--- config.mk ---
export PLATFORM = sky130hd
export DESIGN_NAME = ir_frame_ctrl
export DESIGN_NICKNAME = d
export VERILOG_FILES = /design/src/rtl/ir_frame_ctrl.sv
export SDC_FILE = /design/constraint.sdc
export NUM_CORES = 1
export LEC_CHECK = 0
export ABC_AREA = 0
export CAP_MARGIN = 20
export CORE_UTILIZATION = 63
export DETAILED_ROUTE_END_ITERATION = 10
export PLACE_DENSITY = 0.85
export SLEW_MARGIN = 0
export SYNTH_ARGS = -nofsm -noshare
export SYNTH_HDL_FRONTEND = slang
export SYNTH_SLANG_ARGS = --single-unit
--- constraint.sdc ---
create_clock -name clk -period 7.75 [get_ports clk]
set_clock_uncertainty 0.1 [all_clocks]
set_input_delay 0.775 -clock clk [delete_from_list [all_inputs] [get_ports clk]]
set_output_delay 0.775 -clock clk [all_outputs]
set_load 0.03 [all_outputs]
--- src/rtl/ir_frame_ctrl.sv ---
// rtl/ir_frame_ctrl.sv - NEC-style IR frame sequencer driving per-bit assembler strobes
// Define IR_REPEAT_EN to decode the repeat code; otherwise it is rejected as an error.
module ir_frame_ctrl #(
    parameter int UNIT_CYC = 28125
) (
    input  logic       clk,
    input  logic       rst_n,
    input  logic       ir_in,
    output logic [7:0] ordem,
    output logic       b,
    output logic       enable,
    output logic [1:0] byte_idx,
    output logic [7:0] addr_o,
    output logic [7:0] cmd_o,
    output logic       frame_valid,
    output logic       repeat_o,
    output logic       err_o,
    output logic       busy
);
    localparam int HALF = (UNIT_CYC / 2 < 1) ? 1 : UNIT_CYC / 2;
    localparam int PW = (HALF > 1) ? $clog2(HALF) : 1;
    localparam logic [PW-1:0] HALF_M1 = PW'(HALF - 1);

    typedef enum logic [2:0] {
        IDLE, LEAD_MARK, LEAD_SPACE, BIT_MARK, BIT_SPACE, STOP_MARK
    } state_t;

    logic          r_sync1, r_sync2, r_ir_d;
    logic [PW-1:0] r_presc;
    logic [5:0]    r_width;
    state_t        r_state;
    logic [4:0]    r_k;
    logic [31:0]   r_frame;
    logic          r_is_rep;
    logic [7:0]    r_ordem, r_addr, r_cmd;
    logic [1:0]    r_byte_idx;
    logic          r_b, r_enable, r_fv, r_rep, r_err;

    logic w_rise, w_fall, w_edge, w_tmo, w_edge_ok, w_bad;
    logic w_lead_mark, w_lead_space, w_short, w_long, w_chk_ok;

    assign w_fall = r_ir_d & ~r_sync2;
    assign w_rise = ~r_ir_d & r_sync2;
    assign w_edge = w_fall | w_rise;
    assign w_tmo  = (r_width >= 6'd41);

    assign w_lead_mark  = (r_width >= 6'd24) && (r_width <= 6'd40);
    assign w_lead_space = (r_width >= 6'd12) && (r_width <= 6'd20);
    assign w_short      = (r_width >= 6'd1)  && (r_width <= 6'd3);
    assign w_long       = (r_width >= 6'd4)  && (r_width <= 6'd8);
    assign w_chk_ok     = (r_frame[15:8] == ~r_frame[7:0]) &&
                          (r_frame[31:24] == ~r_frame[23:16]);

`ifdef IR_REPEAT_EN
    logic w_rep_space;
    assign w_rep_space = (r_width >= 6'd6) && (r_width <= 6'd10);
`endif

    // Half-unit width measurement, restarted on every synchronized edge.
    always_ff @(posedge clk or negedge rst_n) begin
        if (!rst_n) begin
            r_sync1 <= 1'b1;
            r_sync2 <= 1'b1;
            r_ir_d  <= 1'b1;
            r_presc <= '0;
            r_width <= '0;
        end else begin
            r_sync1 <= ir_in;
            r_sync2 <= r_sync1;
            r_ir_d  <= r_sync2;
            if (w_edge) begin
                r_presc <= '0;
                r_width <= '0;
            end else if (r_presc == HALF_M1) begin
                r_presc <= '0;
                if (r_width != 6'd63)
                    r_width <= r_width + 6'd1;
            end else begin
                r_presc <= r_presc + 1'b1;
            end
        end
    end

    always_comb begin
        w_edge_ok = 1'b0;
        case (r_state)
            LEAD_MARK:  w_edge_ok = w_lead_mark;
            LEAD_SPACE: begin
                w_edge_ok = w_lead_space;
`ifdef IR_REPEAT_EN
                if (w_rep_space)
                    w_edge_ok = 1'b1;
`endif
            end
            BIT_MARK:   w_edge_ok = w_short;
            BIT_SPACE:  w_edge_ok = w_short | w_long;
            STOP_MARK:  w_edge_ok = w_short && (r_is_rep || w_chk_ok);
            default:    w_edge_ok = 1'b0;
        endcase
    end

    // An edge always takes priority over a coincident timeout.
    assign w_bad = (r_state != IDLE) && (w_edge ? !w_edge_ok : w_tmo);

    always_ff @(posedge clk or negedge rst_n) begin
        if (!rst_n) begin
            r_state    <= IDLE;
            r_k        <= '0;
            r_frame    <= '0;
            r_is_rep   <= 1'b0;
            r_ordem    <= '0;
            r_b        <= 1'b0;
            r_byte_idx <= '0;
            r_addr     <= '0;
            r_cmd      <= '0;
            r_enable   <= 1'b0;
            r_fv       <= 1'b0;
            r_rep      <= 1'b0;
            r_err      <= 1'b0;
        end else begin
            r_enable <= 1'b0;
            r_fv     <= 1'b0;
            r_rep    <= 1'b0;
            r_err    <= 1'b0;
            if (w_bad) begin
                r_err   <= 1'b1;
                r_state <= IDLE;
            end else if (w_edge) begin
                case (r_state)
                    IDLE: if (w_fall) r_state <= LEAD_MARK;
                    LEAD_MARK: r_state <= LEAD_SPACE;
                    LEAD_SPACE: begin
                        r_k      <= '0;
                        r_is_rep <= 1'b0;
                        r_state  <= BIT_MARK;
`ifdef IR_REPEAT_EN
                        if (w_rep_space) begin
                            r_is_rep <= 1'b1;
                            r_state  <= STOP_MARK;
                        end
`endif
                    end
                    BIT_MARK: r_state <= BIT_SPACE;
                    BIT_SPACE: begin
                        r_b          <= w_long;
                        r_ordem      <= {5'd0, ~r_k[2:0]};
                        r_byte_idx   <= r_k[4:3];
                        r_enable     <= 1'b1;
                        r_frame[r_k] <= w_long;
                        r_k          <= r_k + 5'd1;
                        r_state      <= (r_k == 5'd31) ? STOP_MARK : BIT_MARK;
                    end
                    STOP_MARK: begin
                        r_state <= IDLE;
                        if (r_is_rep) begin
                            r_rep <= 1'b1;
                        end else begin
                            r_fv   <= 1'b1;
                            r_addr <= r_frame[7:0];
                            r_cmd  <= r_frame[23:16];
                        end
                    end
                    default: r_state <= IDLE;
                endcase
            end
        end
    end

    assign ordem       = r_ordem;
    assign b           = r_b;
    assign enable      = r_enable;
    assign byte_idx    = r_byte_idx;
    assign addr_o      = r_addr;
    assign cmd_o       = r_cmd;
    assign frame_valid = r_fv;
    assign repeat_o    = r_rep;
    assign err_o       = r_err;
    assign busy        = (r_state != IDLE);
endmodule
; ---- After elaboration in Yosys (flattened, before gate mapping)
; Cells that the tools add are included.
[classes]
addsub = 3
magnitude_cmp = 11
n_eq_ne = 11
muxes = 23
bitwise_logic = 10
reduce_logical = 20
[op_table]
columns = op, n
row1 = 32-bit bitwise mux, 1
row2 = 14-bit two-way mux, 2
row3 = 6-bit two-way mux, 3
row4 = 8-bit == test, 2
row5 = 8-bit inverter, 2
row6 = 3-bit one-hot mux with 5 select lines, 1
row7 = "14-bit by 1-bit adder with 14-bit output, second input constant", 1
row8 = "14-bit == test, second input constant", 1
row9 = 3-bit two-way mux, 4
row10 = 5-bit one-hot mux with 2 select lines, 1
row11 = 1-bit two-way mux, 9
row12 = 3-bit AND reduction, 3
row13 = 1-bit logical AND, 8
row14 = 2-bit nonzero test, 4
row15 = "6-bit by 1-bit adder with 6-bit output, second input constant", 1
row16 = "3-bit by 2-bit == test with 1-bit output, second input constant", 2
row17 = "3-bit == test, second input constant", 2
row18 = "6-bit by 1-bit greater-or-equal comparator with 1-bit output, second input constant", 1
row19 = "6-bit by 3-bit greater-or-equal comparator with 1-bit output, second input constant", 1
row20 = "6-bit by 4-bit greater-or-equal comparator with 1-bit output, second input constant", 1
row21 = "6-bit by 5-bit greater-or-equal comparator with 1-bit output, second input constant", 1
row22 = "6-bit greater-or-equal comparator, second input constant", 1
row23 = "6-bit by 2-bit <= comparator with 1-bit output, second input constant", 1
row24 = "6-bit by 4-bit <= comparator with 1-bit output, second input constant", 1
row25 = other kinds (19), 24
[totals]
regBits = 88
in_bits = 3
out_inout_bits = 32
wordCells = 94

; ---- Longest topological paths before layout
[depth]
word_depth = 10
ltp_mapped = 9
depth_no_buf = 8

; ---- Least setup slack after synthesis
; Ideal clock, no wire load.
[synth_timing]
path_type = register -> register
start = reg r_width[2]
end = reg r_addr[0], in the netlist addr_o[0]
setup_time_ns = 0.128
t_arrival_ns = 2.584
required_time_ns = 7.522
slack_ns = 4.938
path_stages_with_launch = 9
path_buffers = 2
period_less_slack_ns = 2.812
path_cell_list = dfrtp_1 -> buf_6 -> or4b_4 -> a211oi_4 -> a22o_2 -> a222oi_1 -> a211oi_4 -> buf_4 -> mux2_1
[synth_via]
elab_chain_len = 9
[synth_lines]
columns = element, line
row1 = "start, declared", 30  ; logic [5:0] r_width;
row2 = "start signal, assigned", 77  ; r_width <= r_width + 6'd1;
row3 = 6-bit by 1-bit greater-or-equal comparator with 1-bit output (tied with other cells), 49  ; assign w_short = (r_width >= 6'd1) && (r_width <= 6'd3);
row4 = "1-bit logical AND, on equally long branches", "49, 50"
row5 = 1-bit bitwise OR / 1-bit logical AND (equally long branches), "96, 97"
row6 = 1-bit one-hot mux with 5 select lines, 86  ; case (r_state)
row7 = 1-bit zero test, 103  ; assign w_bad = (r_state != IDLE) && (w_edge ? !w_edge_ok : w_tmo);
row8 = 1-bit two-way mux *, 103
row9 = 1-bit logical AND *, 103
row10 = 1-bit inverter (no source line) *, --
row11 = 3-bit AND reduction (no source line) *, --
row12 = "end signal, assigned", 159  ; r_addr <= r_frame[7:0];
row13 = "end, declared", 35  ; logic [7:0] r_ordem, r_addr, r_cmd;
; Every way passes the cells marked *; elsewhere a longest branch is shown, timed or not.
; A chain may end at the register's enable or synchronous reset.

; ---- Final worst setup path
[layout_timing]
start = reg r_state[2]
end = reg r_cmd[1], in the netlist cmd_o[1]
[layout_via]
elab_chain_len = 7
[layout_lines]
columns = element, line
row1 = "start, declared", 31  ; state_t r_state;
row2 = "start signal, assigned", 151  ; r_state <= (r_k == 5'd31) ? STOP_MARK : BIT_MARK;
row3 = 3-bit == test (tied with other cells), "86, 129"
row4 = 1-bit one-hot mux with 5 select lines, 86
row5 = 1-bit zero test, 103
row6 = 1-bit two-way mux, 103
row7 = 1-bit logical AND, 103
row8 = 1-bit inverter (no source line), --
row9 = 3-bit AND reduction (no source line) *, --
row10 = "end signal, assigned", 160  ; r_cmd <= r_frame[23:16];
row11 = "end, declared", 35
; Marks and branches as above.

==> flow_summary.json <==
{
  "outcome": "finished clean",
  "dr.pass1.iters": 4,
  "drt-initial-drc-count": 277,
  "peakVddDrop_mv": 0.101,
  "fmax_mhz": 292,
  "clock_path_buffers": 2,
  "yosysTopAreaCellShare": 0.467,
  "ys_top_cells_by_area": "dfrtp_1 47%, mux2_2 9.1%, a211oi_1 4.0%, xor2_1 3.5%, mux2_1 3.2%",
  "synth_area_per_cell_um2": 11.1,
  "dp_hpwl_um": 5610,
  "power_density_nw_per_um2": 172,
  "grt_pass1_wl_um": 14500,
  "root_buffer": "clkbuf_8",
  "path_delay_family": "simple AND/OR/NAND/NOR gates",
  "final_hold_viol_count": 0,
  "antenna_found_initial": 0,
  "core_um2": 6910,
  "yosys_warnings": 0,
  "ys_ff_latch": 88,
  "tritoncts": "yes",
  "synth.yosys.seq_area_share": 0.484,
  "synth_top_area_cell": "dfrtp_1",
  "syn_to_final_growth_pct": 11.6,
  "fillers": 501,
  "wirelength_um": 8440,
  "clk_latency_ns": 0.36,
  "layout.nets": 443,
  "power_leakage_uw": 0.00226,
  "path_max_fanout": 38,
  "synth_cell_types": 55,
  "grt_max_degree": 89,
  "ctsResizeCount": 0,
  "drt-vias-per-instance": 5.90,
  "final_common_cell": "dfrtp_1",
  "worst-endpoint-arrival_ns": 3.57,
  "start_util": 0.660,
  "synth_enable_flop_cells": 0,
  "drive_above_1_share": 0.164,
  "crit_buf_inv": 1,
  "grt_pass1_vias": 3005,
  "startpoint_type": "flip-flop",
  "rows": 30,
  "syn-cell-area_um2": 4560,
  "synthArstFlopShare": 1.00,
  "post-route-period-util": 0.441,
  "post-cts-setup-buffers": 0,
  "path_class": "flip-flop to flip-flop",
  "path_clk_slew_ns": 0.09,
  "die_h_um": 87.0,
  "dieArea_um2": 7580,
  "antenna_left": 0,
  "synth_cells": 411,
  "drc_errors": 0,
  "grt_usage": 0.251,
  "drv_cap": 0,
  "ioPinCount": 35,
  "slew_violations": 0,
  "hold_buffers": 0,
  "slowest_delay_ns": 0.82,
  "cts_made_buffers": 9,
  "finalSetupViolCount": 0,
  "finalCriticalPeriod_ns": 3.42,
  "final_cell_mix": "85 x dfrtp_1, 37 x mux2_2, 27 x clkdlybuf4s50_1",
  "tightest_slew_ns": 0.904,
  "antenna_cells": 0,
  "fin_util": 0.736,
  "grt_overflow_total": 0,
  "tns_ns": 0,
  "rsz0062_at_grt": "no",
  "gp_congestion": 0.848,
  "detail_route.wl_per_cell_um": 15.9,
  "die_w_um": 87.0,
  "cp.required_ns": 7.90,
  "htree_levels": 3,
  "ys.flop_type": "dfrtp_1",
  "endpoint_kind": "flip-flop",
  "numPortBuffers": 28,
  "max_slew_margin": 0.395,
  "slowest_stage": "a211oi_4",
  "cp_cell_sequence": "nand3b_1 > or4_1 > nor3_1 > nand3_1 > buf_4 > a211oi_4 > mux2_2",
  "layoutNonFillerInstCount": 530,
  "hp-class": "primary input to asynchronous set/reset pin",
  "dp_cells": 512,
  "cts_sinks": 88,
  "vias": 3128
}
logic make-up after synthesis:
logic type | Yosys count | share of synthesized area
adder cells (fa/ha/maj) | 11 | 0.0302
other | 1 | 0.000823
AO/OA/AOI/OAI | 68 | 0.113
AND/OR/NAND/NOR | 114 | 0.132
flip-flops | 88 | 0.484
multiplexers | 53 | 0.130
XOR/XNOR | 32 | 0.0615
buffers and inverters | 44 | 0.0478
state kept, by name (all words and copies together), names as in the netlist:
name,count
r_frame,32
r_presc,14
addr_o,8
cmd_o,8
r_width,6
r_k,5
ordem,3
r_state,3
byte_idx,2
b,1
enable,1
err_o,1
frame_valid,1
r_ir_d,1
r_sync1,1
r_sync2,1
area by class of cell:
type / instances / area [um^2] / share of cell area
sequential: 88 / 2210 / 0.434
clock inverter: 6 / 68.8 / 0.0135
clock buffer: 10 / 138 / 0.0271
multi-input combinational: 284 / 2160 / 0.425
timing repair buffer: 33 / 343 / 0.0675
inverter: 13 / 48.8 / 0.00960
tap: 96 / 120 / 0.0236
path summary, 6_finish.rpt:
check	from	endpoint	slack, ns	depth (start not counted)
min in group clk	r_sync1$_DFF_PN1_	r_sync2$_DFF_PN1_	0.26	0
worst max register to register	r_state[2]$_DFFE_PN0P_	cmd_o[1]$_DFFE_PN0P_	4.33	7
worst min register to register	r_sync1$_DFF_PN1_	r_sync2$_DFF_PN1_	0.26	0
max in group asynchronous	rst_n	r_frame[24]$_DFFE_PN0P_	6.69	2
worst min-delay path	rst_n	r_k[1]$_DFFE_PN0P_	0.25	1
worst max-delay path	r_state[2]$_DFFE_PN0P_	cmd_o[1]$_DFFE_PN0P_	4.33	7
worst register-to-register path: stages, from the launching register on:
cell and delay (ns):
dfrtp_1 0.60, nand3b_1 0.25, or4_1 0.45, nor3_1 0.29
nand3_1 0.11, buf_4 0.27, a211oi_4 0.82, mux2_2 0.42
stage by stage:
step / setup WS, ns / total power, uW / hold slack [ns] / area (um^2)
detailed placement: 3.62 / 556 / 0.254 / 4830
finish: 4.33 / 872 / 0.252 / 5080
global route: 4.15 / 908 / 0.269 / 5080
global placement: 3.74 / 552 / 0.245 / 4830
CTS: 3.64 / 877 / 0.266 / 5040
floorplan: 4.94 / 535 / 0.245 / 4570
synthesized netlist by cell type (2+ instances only):
library cell / instances
buf_4: 7
o21bai_1: 2
nor3_1: 10
a211oi_1: 24
clkbuf_1: 12
xnor2_1: 14
o211ai_1: 2
nor2_1: 21
or4_1: 2
mux2i_1: 3
buf_2: 9
or3_1: 2
nand2_1: 24
xor2_1: 18
and3_1: 3
nand2b_1: 3
a211oi_4: 2
a2111oi_1: 3
nand3_1: 17
mux2_1: 13
dfrtp_1: 85
o31ai_1: 2
o21ai_0: 11
a21o_1: 2
buf_6: 2
a21oi_1: 9
mux2_2: 37
ha_1: 11
and2_1: 6
inv_1: 13
nand3b_1: 3
nand4_1: 12
nor3b_1: 3
dfstp_2: 3
layer usage:
layer	vias to the layer above	wire length, um	part of all wire	global-route usage
met4	0	131	0.016	0.0970
li1	1497	-	-	-
met5	-	0	0	0
met1	1540	3750	0.44	0.333
met3	13	389	0.046	0.0550
met2	78	4170	0.49	0.405
power breakdown:
group          switching, uW  total (uW)  leakage [uW]  internal, uW
clock                    164         323      0.000102           159
sequential              10.3         477       0.00121           467
combinational           47.2        72.0      0.000940          24.8
Power figures use the tool's default switching activity.
